**config.mk**
```make
export PLATFORM = sky130hd
export DESIGN_NAME = wb_regfile
export DESIGN_NICKNAME = d
export VERILOG_FILES = /design/src/rtl/wb_regfile_pkg.sv /design/src/rtl/wb_scoreboard.sv /design/src/rtl/wb_regfile.sv
export SDC_FILE = /design/constraint.sdc
export NUM_CORES = 2
export LEC_CHECK = 0
export CAP_MARGIN = 20
export CORE_MARGIN = 2
export CORE_UTILIZATION = 45
export DETAILED_ROUTE_END_ITERATION = 16
export GPL_TIMING_DRIVEN = 0
export SYNTH_ARGS = -nofsm -noshare
export SYNTH_HDL_FRONTEND = slang
export SYNTH_SLANG_ARGS = --single-unit
```
**constraint.sdc**
```tcl
create_clock -name clock -period 8.8 [get_ports clock]
set_clock_uncertainty 0.05 [all_clocks]
set_input_delay 1.76 -clock clock [delete_from_list [all_inputs] [get_ports clock]]
set_output_delay 1.76 -clock clock [all_outputs]
set_load 0.02 [all_outputs]
```
**src/rtl/wb_regfile_pkg.sv**
```systemverilog
// wb_regfile_pkg: shared pipeline constants and the MEM/WB control bundle
package wb_regfile_pkg;
    localparam int REG_ADDR_W = 5;
    localparam int NUM_REGS = 32;
    localparam int RS_LSB = 21;
    localparam int RT_LSB = 16;
    localparam int RD_LSB = 11;
    typedef struct packed {
        logic reg_write;
        logic reg_dst;
        logic mem_reg_dst;
    } memwb_ctrl_t;
endpackage

```
**src/rtl/wb_scoreboard.sv**
```systemverilog
// wb_scoreboard: per-register pending-write counters with sticky over/underflow flag
module wb_scoreboard import wb_regfile_pkg::*; #(
    parameter int PEND_W = 2
) (
    input  logic                                clock,
    input  logic                                reset,
    input  logic                                inc_en,
    input  logic [REG_ADDR_W-1:0]               inc_addr,
    input  logic                                dec_en,
    input  logic [REG_ADDR_W-1:0]               dec_addr,
    output logic [NUM_REGS-1:0][PEND_W-1:0]     pend,
    output logic                                sb_error
);
    logic same;
    assign same = inc_en && dec_en && inc_addr == dec_addr;
    // r0 is never counted, so the loop starts at 1
    always_ff @(posedge clock)
        if (reset) begin
            pend <= '0;
            sb_error <= 1'b0;
        end else
            for (int r = 1; r < NUM_REGS; r++) begin
                if (inc_en && !same && inc_addr == REG_ADDR_W'(r)) begin
                    if (pend[r] == '1) sb_error <= 1'b1;
                    else pend[r] <= pend[r] + 1'b1;
                end
                if (dec_en && !same && dec_addr == REG_ADDR_W'(r)) begin
                    if (pend[r] == '0) sb_error <= 1'b1;
                    else pend[r] <= pend[r] - 1'b1;
                end
            end
endmodule

```
**src/rtl/wb_regfile.sv**
```systemverilog
// wb_regfile: write-back stage, 32-entry register file, ID read ports and hazard stall.
// Define WB_REGFILE_BYPASS_EN to forward the retiring write to the read ports.
module wb_regfile import wb_regfile_pkg::*; #(
    parameter int DATA_W = 32,
    parameter int PEND_W = 2
) (
    input  logic                  clock,
    input  logic                  reset,
    input  logic [REG_ADDR_W-1:0] rs_addr,
    input  logic [REG_ADDR_W-1:0] rt_addr,
    output logic [DATA_W-1:0]     rs_data,
    output logic [DATA_W-1:0]     rt_data,
    input  logic                  issue_valid,
    input  logic                  issue_reg_write,
    input  logic [REG_ADDR_W-1:0] issue_dest,
    input  logic                  wb_valid,
    input  logic                  wb_reg_write,
    input  logic                  wb_reg_dst,
    input  logic                  wb_mem_reg_dst,
    input  logic [31:0]           wb_instr,
    input  logic [DATA_W-1:0]     wb_alu_result,
    input  logic [DATA_W-1:0]     wb_mem_data,
    output logic                  stall,
    output logic                  sb_error
);
`ifdef WB_REGFILE_BYPASS_EN
    localparam bit BYPASS = 1'b1;
`else
    localparam bit BYPASS = 1'b0;
`endif
    memwb_ctrl_t ctrl;
    logic [REG_ADDR_W-1:0] wb_dest;
    logic [DATA_W-1:0] wb_data;
    logic we, issue_inc, rs_byp, rt_byp, rs_hazard, rt_hazard, unused_instr;
    logic [DATA_W-1:0] regs [NUM_REGS];
    logic [NUM_REGS-1:0][PEND_W-1:0] pend;
    assign ctrl = '{reg_write: wb_reg_write, reg_dst: wb_reg_dst, mem_reg_dst: wb_mem_reg_dst};
    assign wb_dest = ctrl.reg_dst ? wb_instr[RD_LSB +: REG_ADDR_W] : wb_instr[RT_LSB +: REG_ADDR_W];
    assign wb_data = ctrl.mem_reg_dst ? wb_mem_data : wb_alu_result;
    assign we = wb_valid && ctrl.reg_write && wb_dest != '0;
    assign issue_inc = issue_valid && issue_reg_write && issue_dest != '0;
    assign unused_instr = ^{wb_instr[31:RS_LSB], wb_instr[RD_LSB-1:0]};
    always_ff @(posedge clock)
        if (reset)
            for (int i = 0; i < NUM_REGS; i++) regs[i] <= '0;
        else if (we)
            regs[wb_dest] <= wb_data;
    // a bypassed read sees the retiring write, so only a further pending write still blocks
    always_comb begin
        rs_byp = BYPASS && we && rs_addr == wb_dest;
        rt_byp = BYPASS && we && rt_addr == wb_dest;
        rs_data = rs_addr == '0 ? '0 : rs_byp ? wb_data : regs[rs_addr];
        rt_data = rt_addr == '0 ? '0 : rt_byp ? wb_data : regs[rt_addr];
        rs_hazard = rs_byp ? pend[rs_addr] > PEND_W'(1) : pend[rs_addr] != '0;
        rt_hazard = rt_byp ? pend[rt_addr] > PEND_W'(1) : pend[rt_addr] != '0;
        stall = (rs_addr != '0 && rs_hazard) || (rt_addr != '0 && rt_hazard);
    end
    wb_scoreboard #(.PEND_W(PEND_W)) u_sb (
        .clock    (clock),
        .reset    (reset),
        .inc_en   (issue_inc),
        .inc_addr (issue_dest),
        .dec_en   (we),
        .dec_addr (wb_dest),
        .pend     (pend),
        .sb_error (sb_error)
    );
endmodule

```
; ---- Yosys cells after proc, flatten, opt, wreduce, memory -nomap -nowiden
; Memories as Yosys holds them, arrays and structs flattened.
; Index checks and enable logic that the tools add are counted.
[classes]
n_reduce_logical = 114
eq_ne = 94
muxes = 279
magnitude_cmp = 2
add_sub_neg = 62
[ops]
columns = cell, count
row1 = two-way mux 2 bit, 126
row2 = "equality test 5 bit, second input constant", 32
row3 = two-way mux 1 bit, 145
row4 = two-way mux 32 bit, 4
row5 = "equality test 5 x 4 -> 1 bit, second input constant", 16
row6 = logical AND 1 bit, 72
row7 = "adder 2 x 1 -> 2 bit, second input constant", 31
row8 = "equality test 2 bit, second input constant", 31
row9 = zero test 2 bit, 31
row10 = "subtractor 2 x 1 -> 2 bit, second input constant", 31
row11 = "equality test 5 x 3 -> 1 bit, second input constant", 8
row12 = OR reduction 32 bit, 1
row13 = binary-select mux 2 bit (select 5 bit), 2
row14 = "equality test 5 x 2 -> 1 bit, second input constant", 4
row15 = nonzero test 5 bit, 4
row16 = "< comparator 5 x 6 -> 1 bit, second input constant", 2
row17 = "equality test 5 x 1 -> 1 bit, second input constant", 2
row18 = zero test 5 bit, 2
row19 = two-way mux 5 bit, 2
row20 = equality test 5 bit, 1
row21 = nonzero test 2 bit, 2
row22 = zero test 1 bit, 1
row23 = logical OR 1 bit, 1
[word_totals]
out_inout_bits = 66
mem_count = 1
mem_bits_rw = 1024
reg_bits = 63
[mem_list]
columns = memory, depth, width, read_ports, rd_clocked_by_memory_dff, write_ports, line_no
row1 = regs, 32, 32, 2, 0, 32, wb_regfile.sv:35  ; logic [DATA_W-1:0] regs [NUM_REGS];

; ---- Depth between registers and ports, before layout
[depth]
word_depth = 146
depth_mapped = 10
mapped_depth_nobuf = 7

; ---- Cells and area by module
; Synthesis repeated with hierarchy kept, for this count alone.
[unflattened]
hier_cells = 4050
area_unflattened_um2 = 57495.1
[modules_own_cells]
columns = module, seq_area_each_um2, n_inst, cells_each, area_each_um2
row1 = wb_regfile, 30749.5, 1, 3439, 52919.5
row2 = wb_scoreboard, 1261.2, 1, 611, 4575.6

; ---- Least setup slack after synthesis
; OpenSTA, ideal clock, no wires.
[synth_timing]
kind = input port to output port
start = in rs_addr[0]
end = out rs_data[10]
n_path_buf = 3
t_arrival_ns = 3.887
required_ns = 6.990
slack_ns = 3.103
path_stages = 7
cell_sequence = clkbuf_1 buf_2 buf_1 mux4_2 mux4_2 mux2i_1 nor2_1
[synth_between]
elab_chain_cells = 2
[synth_rtl]
columns = item, line_no
row1 = start: declaration, wb_regfile.sv:9  ; input logic [REG_ADDR_W-1:0] rs_addr,
row2 = memory (32 x 32 bit) / zero test 5 bit (equally long branches), n/a
row3 = two-way mux 32 bit *, wb_regfile.sv:52  ; rs_data = rs_addr == '0 ? '0 : rs_byp ? wb_data : regs[rs_addr];
row4 = end: declaration, wb_regfile.sv:11  ; output logic [DATA_W-1:0] rs_data,
; Every way passes the cells marked *; elsewhere a longest branch is shown, timed or not.

; ---- Worst setup path after layout
[layout_timing]
start = in rt_addr[1]
end = out rt_data[20]
[layout_between]
elab_chain_cells = 2
[layout_rtl]
columns = item, line_no
row1 = start: declaration, wb_regfile.sv:10  ; input logic [REG_ADDR_W-1:0] rt_addr,
row2 = memory (32 x 32 bit) / zero test 5 bit (equally long branches), n/a
row3 = two-way mux 32 bit *, wb_regfile.sv:53  ; rt_data = rt_addr == '0 ? '0 : rt_byp ? wb_data : regs[rt_addr];
row4 = end: declaration, wb_regfile.sv:12  ; output logic [DATA_W-1:0] rt_data,
; Marks and branches as above.

==> out/results.ini <==
[finish]
layout-drive-gt1-share_pct=22.86
area.growth.synth_to_final_pct=15.62
nFillCells=10458
nets=4460
regArea_sq_um=32010
multiInputGateArea_sq_um=23800

[die]
die_area_sq_um=130300
die_height_microns=360.9
row_count=130
core_sq_um=126100
start_util_pct=45.47
fp.dieW_microns=360.9
io_pins=185

[pwr]
power_density_nw_per_um2=195.2
ir_worst_vdd_uv=158.7
leakagePower_nw=21.55
power.total_mw=12.94

[min_path]
min_path_type=flop to flop

[yosys]
ys_warn_count=0
syn_inst=3965
synthesis.area_sq_um=57320
syn_area_per_cell_sq_um=14.46
synth_cell_types=82
synth_edf_count=1024
ys_seq_area_share_pct=55.84
synth_seq_cells=1087
synth-async-reset-ratio_pct=0
ys.flop_type=edfxtp_1

[global_route]
gr-total-overflow=0
grt_max_degree=27
grtUsageTotal_pct=32.12
grt_pass1_wl_microns=291300
antenna_found_initial=9
grt_pass1_vias=39273

[clocking]
clockRootBuffer=clkbuf_16
cts_tree=built
clock-sinks=1087
cts_buffer_depth=3
cts_resized=0
cts_hold_buf=0
clock_latency_ns=0.77
post-cts-setup-buffer-count=0
numCtsBuffers=114
clk_pin_slew_ns=0.06
htreeDepth=3

[worst_setup_path]
r2r_slack_ns=6.15
crit_required_ns=6.99
endpoint_kind=primary output
crit_arrival_ns=6.11
cp-start-kind=input port
setup.worst_path.class=input port to primary output
cp_max_fo=10

[placement]
io_buffer_count=151
gp_congestion=0.9573
post-place-ws_ns=0.9294
hpwl_microns=156900

[sta]
timing.final.crit_share_pct=89.96
finalHoldViolations=0
max_freq_ghz=0.1263
slew_headroom_pct=17.32
final-setup-viol-count=0
layout_setup_ws_ns=0.8832
rsz0062_at_grt=no
final.min_clock_period_ns=7.917
drv_slew=0
worst_pin_slew_ns=1.240
setup_tns_ns=0

[routing]
drt_wl_total_microns=210300
via_per_inst=6.590
dr.pass1.iters=9
drc=0
num_vias=40121
routedWlPerCell_microns=34.54
drt_iter0_drc=6004
ant_nets=0

[run_status]
status=finished, final reports clean

[run]
max_cap_violations=0

## registers in the layout, summed over array words and instances, names as in the netlist, named ones only
name / count
u_sb.pend: 33
u_sb.sb_error: 1
regs: 1024
## routing by layer
metal / share of wire [%] / global-route usage [%] / wire length (microns)
met5: 0.045 / 0.3330 / 95
met4: 4.1 / 12.67 / 8633
met3: 12 / 8.649 / 25620
met2: 47 / 50.34 / 97960
met1: 37 / 42.85 / 77950
## cells in the final DEF, fill, tap and decap left out, drive strengths merged, types with 7 or more instances in the layout
master	instances
clkbuf	457
o22ai	9
nor3b	10
a21boi	10
or3	11
edfxtp	1024
a211oi	20
dfxtp	63
conb	32
nand3	47
a21bo	7
nand2	71
mux2i	107
nand2b	40
and3	8
mux4	654
or2	12
inv	19
nor2b	11
o21ai	44
mux2	18
xor2	10
a31oi	12
bufinv	13
o31ai	14
nor2	1116
nand4	32
buf	174
nor3	28
a21oi	69
clkdlybuf4s50	151
clkinv	53
clkinvlp	7
nand3b	7
## cells in the mapped netlist, types with 12 or more instances
library cell     n  area (sq um)
edfxtp_1      1024         30750
nand2b_1        40         250.2
nor3_1          26         130.1
nor2_1        1116          4189
clkbuf_1       322          1209
a21oi_1         64         320.3
buf_1           63         236.5
dfxtp_1         63          1261
a211oi_1        18         135.1
mux2_2          14         157.7
a31oi_1         12         75.07
o21ai_0         27         135.1
mux4_2         654         14730
mux2i_1        106          1061
nand3_1         47         235.2
buf_2           27         135.1
o31ai_1         14         105.1
nand4_1         32         200.2
o21ai_1         17         85.08
nand2_1         70         262.8
inv_1           17         63.81
## through the flow
step / instance area (sq um) / instances / hold slack (ns) / utilization [%]
floorplan: 57440 / 3996 / 0.4031 / -
global placement: 61010 / 5797 / 0.4234 / 48.40
detailed placement: 62350 / 5862 / 0.4240 / 49.46
CTS: 66070 / 6072 / 0.4308 / 52.41
global route: 66270 / 6085 / 0.4688 / 52.57
finish: 66270 / 6088 / 0.4234 / 52.57
## where the power goes
part / internal (mW) / switching [mW] / total [mW]
clock: 2.80 / 2.15 / 4.94
combinational: 0.830 / 1.13 / 1.96
sequential: 5.91 / 0.127 / 6.04
total: 9.54 / 3.40 / 12.9
## critical path, cell delays in order
cell and delay, ns:
clkbuf_1 0.53, clkbuf_1 0.87, clkbuf_1 0.82, mux4_2 0.38
mux4_2 0.34, mux2i_1 0.10, nor2_1 0.54, clkdlybuf4s50_1 0.73
## cells by family after synthesis
| group | synth area share, % |
|---|---|
| AOI/OAI and AO/OA | 2.615 |
| xor gates and xnor gates | 0.2445 |
| buffers and inverters | 2.966 |
| DFF | 55.84 |
| muxes | 27.95 |
| other | 0.006542 |
| and+or+nand+nor | 10.37 |
## path summary, 6_finish.rpt
check	end	cells after the start	from
max reg2reg	u_sb.sb_error	8	u_sb.pend[2]
min	u_sb.pend[26]	2	flop
max	rt_data[20]	8	rt_addr[1]
min reg2reg	u_sb.pend[26]	2	flop
## layout make-up
type | count | area share [%]
tap | 1650 | 3.115
clock buffer | 135 | 4.520
sequential | 1087 | 48.30
clock inverter | 75 | 1.089
timing repair buffer | 229 | 4.476
antenna | 3 | 0.01133
inverter | 17 | 0.09628
multi-input combinational | 2474 | 35.92
buffer | 418 | 2.475
No activity file was read; power rests on OpenSTA's default activity.
